[config.mk]
export PLATFORM = sky130hd
export DESIGN_NAME = c_demux_3_buf
export DESIGN_NICKNAME = d
export VERILOG_FILES = /design/src/rtl/c_demux_3_buf.sv
export SDC_FILE = /design/constraint.sdc
export NUM_CORES = 1
export LEC_CHECK = 0
export BUFFER_PORTS_ARGS = -buffer_cell sky130_fd_sc_hd__buf_2
export CAP_MARGIN = 20
export CELL_PAD_IN_SITES_DETAIL_PLACEMENT = 1
export CELL_PAD_IN_SITES_GLOBAL_PLACEMENT = 2
export CORE_MARGIN = 2
export CORE_UTILIZATION = 32
export CTS_CLUSTER_SIZE = 10
export DETAILED_ROUTE_END_ITERATION = 16
export GPL_TIMING_DRIVEN = 0
export PLACE_DENSITY = 0.81
export SETUP_SLACK_MARGIN = 0.5
export SKIP_CTS_REPAIR_TIMING = 1
export SYNTH_ARGS = -nofsm -noshare
export SYNTH_HDL_FRONTEND = slang
export SYNTH_SLANG_ARGS = --single-unit
export TNS_END_PERCENT = 5
[constraint.sdc]
create_clock -name clk -period 4.3 [get_ports clk]
set_clock_uncertainty 0.2 [all_clocks]
set_input_delay 0.43 -clock clk [delete_from_list [all_inputs] [get_ports clk]]
set_output_delay 0.43 -clock clk [all_outputs]
set_load 0.005 [all_outputs]
[src/rtl/c_demux_3_buf.sv]
// c_demux_3_buf: 1-to-8 buffered demultiplexer with one-entry holding
// register and valid/ready handshake per output channel.
//
// Ports:
//   clk        rising-edge clock
//   reset      synchronous active-high reset
//   sel        destination channel index (0..7)
//   in         input data word
//   in_valid   producer presents a word this cycle
//   in_ready   selected channel can accept this cycle (combinational)
//   out0..7    held data of channels 0..7
//   out_valid  bit i = channel i holds an unconsumed word
//   out_ready  bit i = consumer i takes out_i this cycle
//   busy       OR of out_valid
//   xfer_count accepted input transfers, wraps modulo 256
module c_demux_3_buf #(
    parameter int BITS = 1
) (
    input  logic            clk,
    input  logic            reset,
    input  logic [2:0]      sel,
    input  logic [BITS-1:0] in,
    input  logic            in_valid,
    output logic            in_ready,
    output logic [BITS-1:0] out0,
    output logic [BITS-1:0] out1,
    output logic [BITS-1:0] out2,
    output logic [BITS-1:0] out3,
    output logic [BITS-1:0] out4,
    output logic [BITS-1:0] out5,
    output logic [BITS-1:0] out6,
    output logic [BITS-1:0] out7,
    output logic [7:0]      out_valid,
    input  logic [7:0]      out_ready,
    output logic            busy,
    output logic [7:0]      xfer_count
);

    logic [BITS-1:0] hold [8];
    logic [2:0]      idx;
    logic            accept;

    // Unknown select bits fall through to channel 0, like the 8:1 mux.
    always_comb begin
        idx = 3'd0;
        case (sel)
            3'd0:    idx = 3'd0;
            3'd1:    idx = 3'd1;
            3'd2:    idx = 3'd2;
            3'd3:    idx = 3'd3;
            3'd4:    idx = 3'd4;
            3'd5:    idx = 3'd5;
            3'd6:    idx = 3'd6;
            3'd7:    idx = 3'd7;
            default: idx = 3'd0;
        endcase
    end

    // A full channel can still accept when its consumer pops this cycle,
    // giving one word per cycle per channel.
    assign in_ready = !out_valid[idx] || out_ready[idx];
    assign accept   = in_valid && in_ready;

    always_ff @(posedge clk) begin
        if (reset) begin
            out_valid  <= 8'h00;
            xfer_count <= 8'h00;
            for (int i = 0; i < 8; i++) begin
                hold[i] <= '0;
            end
        end else begin
            for (int i = 0; i < 8; i++) begin
                if (accept && (idx == 3'(i))) begin
                    hold[i]      <= in;
                    out_valid[i] <= 1'b1;
                end else if (out_valid[i] && out_ready[i]) begin
                    out_valid[i] <= 1'b0;
                end
            end
            if (accept) begin
                xfer_count <= xfer_count + 8'd1;
            end
        end
    end

    assign busy = |out_valid;

    assign out0 = hold[0];
    assign out1 = hold[1];
    assign out2 = hold[2];
    assign out3 = hold[3];
    assign out4 = hold[4];
    assign out5 = hold[5];
    assign out6 = hold[6];
    assign out7 = hold[7];

endmodule

## Yosys cells after proc, flatten, opt, wreduce, memory -nomap -nowiden

Memory sizes are Yosys's and may differ from the RTL's.
Cells that the tools add are included.

- Flip-flop bits (word level): 16
- Bits in writable memories: 8
- ROM bits: 24
- Input port bits: 15
- Output and inout port bits: 26
- Memories kept: 2

Memories:

| memory | words | width | read ports | clocked after memory_dff | wr ports | RTL line | RTL |
|---|---|---|---|---|---|---|---|
| (no name shown) | 8 | 3 | 1 | 0 | 0 | 46 | `case (sel)` |
| hold | 8 | 1 | 8 | 0 | 8 | 39 | `logic [BITS-1:0] hold [8];` |

- $add $sub $neg: 1
- $lt $le $gt $ge: 1
- Equal/unequal tests: 7
- Muxes and demuxes: 54
- Bitwise logic cells: 8
- Reductions and logical operators: 29

Operator list:

| kind | count |
|---|---|
| $mux W1 | 52 |
| $logic_and A1 B1 Y1 | 17 |
| $reduce_bool A2 Y1 | 8 |
| $eq A3 B3 Y1 const B | 4 |
| $add A8 B1 Y8 const B | 1 |
| $or A1 B1 Y1 | 8 |
| $reduce_or A8 Y1 | 1 |
| $bmux W1 S3 | 2 |
| $eq A3 B2 Y1 const B | 2 |
| $lt A3 B4 Y1 const B | 1 |
| $eq A3 B1 Y1 const B | 1 |
| $logic_not A3 Y1 | 1 |
| $logic_not A1 Y1 | 1 |
| $logic_or A1 B1 Y1 | 1 |

## Logic depth before layout (Yosys ltp)

An unclocked memory read counts as a cell.

- Word-level depth: 11
- Depth in mapped cells: 7
- Gate-level depth less buffers: 6

## Least setup slack after synthesis

OpenSTA, ideal clock, no wires.

- Path kind: in2reg
- Start point: input sel[1]
- End point: register out_valid[5]
- Setup time: 0.117 ns
- Arrival time: 1.747 ns
- Slack: 2.236 ns
- Cell stages on the path: 7
- Cell sequence: buf_6 > mux2_4 > a2bb2oi_2 > o22ai_4 > inv_2 > and3_4 > a32o_1

- Longest elaborated chain between the ends: 8
- Elaborated cells between the ends (all ways): 12
- Classes of those cells: eq/ne (1); mux (5); reduce/logical (5); memory (1)

RTL lines:

| what | RTL line | RTL |
|---|---|---|
| from (decl) | 21 | `input logic [2:0] sel,` |
| $mem_v2 Z8 W3 * | n/a |  |
| $bmux W1 S3 | 61 | `assign in_ready = !out_valid[idx] \|\| out_ready[idx];` |
| $mux W1 (not written as such) | 61 |  |
| $logic_not A1 Y1 | 61 |  |
| $logic_or A1 B1 Y1 * | 61 |  |
| net in_ready | 24 | `output logic in_ready,` |
| $logic_and A1 B1 Y1 * | 62 | `assign accept = in_valid && in_ready;` |
| $logic_and A1 B1 Y1 * | 73 | `if (accept && (idx == 3'(i))) begin` |
| $mux W1 / $reduce_bool A2 Y1 (equally long branches) | n/a |  |
| to (signal assigned) | 66 | `out_valid <= 8'h00;` |
| to (signal, indexed assignment) | 75 | `out_valid[i] <= 1'b1;` |
| to (signal, indexed assignment) | 77 | `out_valid[i] <= 1'b0;` |
| to (decl) | 33 | `output logic [7:0] out_valid,` |

Mark *: on every way through the listed nets, which the timed path passes. The rest lies on a longest branch. The select of a mux whose other input is x is not followed.
A chain may end at the register's enable or synchronous reset.

## Final worst setup path

- Start point: input sel[0]
- End point: output in_ready

- Longest elaborated chain between the ends: 5
- Elaborated cells between the ends (all ways): 7
- Classes of those cells: mux (4); reduce/logical (2); memory (1)

RTL lines:

| what | RTL line |
|---|---|
| $mem_v2 Z8 W3 * | n/a |
| $bmux W1 S3 | 61 |
| $mux W1 (not written as such) | 61 |
| $logic_not A1 Y1 | 61 |
| $logic_or A1 B1 Y1 * | 61 |
| to (decl) | 24 |

Every way passes the cells marked *; elsewhere a longest branch is shown, timed or not. The select of a mux whose other input is x is not followed.

==> impl_metrics.ini <==
[outcome]
status = finished, final reports clean

[global_routing]
grt_pass1_vias = 1116
gr-total-overflow = 0
antenna_found_initial = 0
grt_max_degree = 15
grt_pass1_wl_um = 5410
grt_use_total = 0.163

[routing]
firstDrtPassIters = 3
antenna_left = 0
dr_total_vias = 1113
drtIter0Drc = 25
drc_errors = 0
wl_per_cell_um = 16.1
via_per_inst = 5.23
routed_wl_um = 3420

[cts]
clkSinkCount = 24
cts_tree = yes
cts-root-buf = clkbuf_8
cts_buffers = 3
clk_latency_ns = 0.27
cts.path.max_buffers = 2
cts_max_level = 1
cts.clk_slew.worst_paths_ns = 0.09

[worst_setup_path]
end_kind = output pin
rrSetupSlack_ns = 2.38
reg2reg_depth = 6
path_class = in2out
crit-reg2reg-launch = out_valid[7]$_SDFFE_PP0P_
start_kind = input port
critPathMaxFanout = 10
critical_path.startpoint = sel[0]
r2r_end = hold[0][3]$_SDFFCE_PN0P_
crit_arrival_ns = 1.74
required_ns = 3.67
endpoint = in_ready

[cells_and_area]
drive_above_1_share = 0.339
fin_nets = 182
final_area_um2 = 1560
areaGrowthSynthToFinish_pct = 25.0
n_fill_cell = 449
num_antenna_cells = 0
utilization = 0.419

[synthesis]
synth_top_area_frac = 0.257
yosysSeqAreaShare = 0.450
ys.flop_type = dfxtp_1
syn_nets = 141
muxShareOfSynthArea = 0.0863
ys_seq_elements = 24
synth_area_um2 = 1250
synth_area_leaders = dfxtp_1, edfxtp_1, mux2i_1
synth_xor_area_frac = 0.00703
synth_top_family_by_area = compound AO/OA/AOI/OAI gates
syn_inst = 125
synth-simple-area-share = 0.199
avgSynthCellArea_um2 = 9.97
synth_largest_area_cell = dfxtp_1
yosysMostFrequentCell = dfxtp_1
synth_cell_types = 39
yosysWarnings = 0
synth_compound_area_frac = 0.205
synth_fa_ha_area_frac = 0.0100
synthArstFlopShare = 0
synth_edf_count = 8
synth_common_cells = dfxtp_1, nor2_1, edfxtp_1

[timing]
report.final.slew_viol_count = 0
period_share = 0.552
slew_headroom = 0.579
fin_tns_setup_ns = 0
max_freq_mhz = 421
tightest_slew_ns = 0.626
fin_crit_ns = 2.37
rsz0062_at_grt = false
final_hold_viol_count = 0
final-setup-viol-count = 0

[floorplan]
core_area_um2 = 3720
die_area_um2 = 4410
io_pins = 41
die_y_um = 66.4
initial_utilization = 0.335
rows = 22
die_w_um = 66.4

[power]
pwr_density_cell_nw_per_um2 = 330
ir_worst_vdd_uv = 113
leakagePower_nw = 0.670

[placement]
io_buffers = 36
routabilityCongestion = 0.715
dp_hpwl_um = 2610
place_area_um2 = 1490

[worst_hold_path]
hold_path.class = in2reg
hold_depth = 3

[run]
drv_cap = 0
## critical path, cell delays in order
cell	delay, ns
buf_2	0.11
buf_4	0.16
nor2_1	0.33
a22oi_2	0.18
o22ai_4	0.27
inv_2	0.11
buf_2	0.14
## kinds of logic after synthesis
kind of cell | after synthesis
simple gates | 47
compound gates | 33
flops | 24
mux | 10
buf+inv | 9
xor+xnor | 1
fa+ha+maj | 1
## metrics by stage
step,hold slack [ns],instances,setup slack (ns),total power [mW]
after detailed placement,0.305,209,1.91,0.320
after CTS,0.294,213,1.94,0.519
after global placement,0.287,209,1.93,0.318
after floorplan,0.281,125,2.24,0.293
final,0.297,213,1.93,0.514
after global routing,0.297,213,1.81,0.534
## where the power goes
group	internal [mW]	leakage, nW	switching, mW
Combinational	0.0287	0.421	0.0372
Sequential	0.242	0.214	0.00648
Clock	0.124	0.0357	0.0752
Total	0.395	0.670	0.119
## worst min path at each step
| stage | start | endpoint |
|---|---|---|
| floorplan | xfer_count[6]$_SDFFE_PP0P_ | xfer_count[6]$_SDFFE_PP0P_ |
| global placement | xfer_count[5]$_SDFFE_PP0P_ | xfer_count[5]$_SDFFE_PP0P_ |
| detailed placement | xfer_count[5]$_SDFFE_PP0P_ | xfer_count[5]$_SDFFE_PP0P_ |
| CTS | out_ready[0] | out_valid[0]$_SDFFE_PP0P_ |
| global route | out_ready[0] | out_valid[0]$_SDFFE_PP0P_ |
| finish | out_ready[0] | out_valid[0]$_SDFFE_PP0P_ |
## per-layer routing
| layer | vias up | track usage | share of wire |
|---|---|---|---|
| met5 | - | 0 | 0 |
| met4 | 0 | 0.0612 | 0.0064 |
| met3 | 2 | 0.0221 | 0.027 |
| met2 | 21 | 0.279 | 0.49 |
| met1 | 537 | 0.206 | 0.47 |
| li1 | 553 | - | - |
## area by class of cell
cell class,count,area (um^2),share of cell area
multi-input cells,92,632,0.406
repair buffers,36,180,0.116
clock buffers,3,41.3,0.0265
plain buffers,7,46.3,0.0297
flip-flops and latches,24,561,0.360
clock inverters,1,30.0,0.0193
well taps,48,60.1,0.0386
inverters,2,7.51,0.00482
## layout by cell type, fill, tap and decap left out, drive strengths merged, types with 2 or more instances in the layout
cell	count
mux2	3
o31ai	5
buf	39
nand4	3
nor2b	3
mux2i	7
inv	2
nand2	7
nand3	3
o21ai	7
nor3	2
and3	4
a21oi	6
nor2	14
dfxtp	16
a22o	6
or3	4
nor4	3
clkbuf	7
a32o	2
nand2b	2
edfxtp	8
## state kept, by name, summed over array words and instances (netlist names)
register	count
hold	8
out_valid	8
xfer_count	8
No activity file was read; power rests on OpenSTA's default activity.
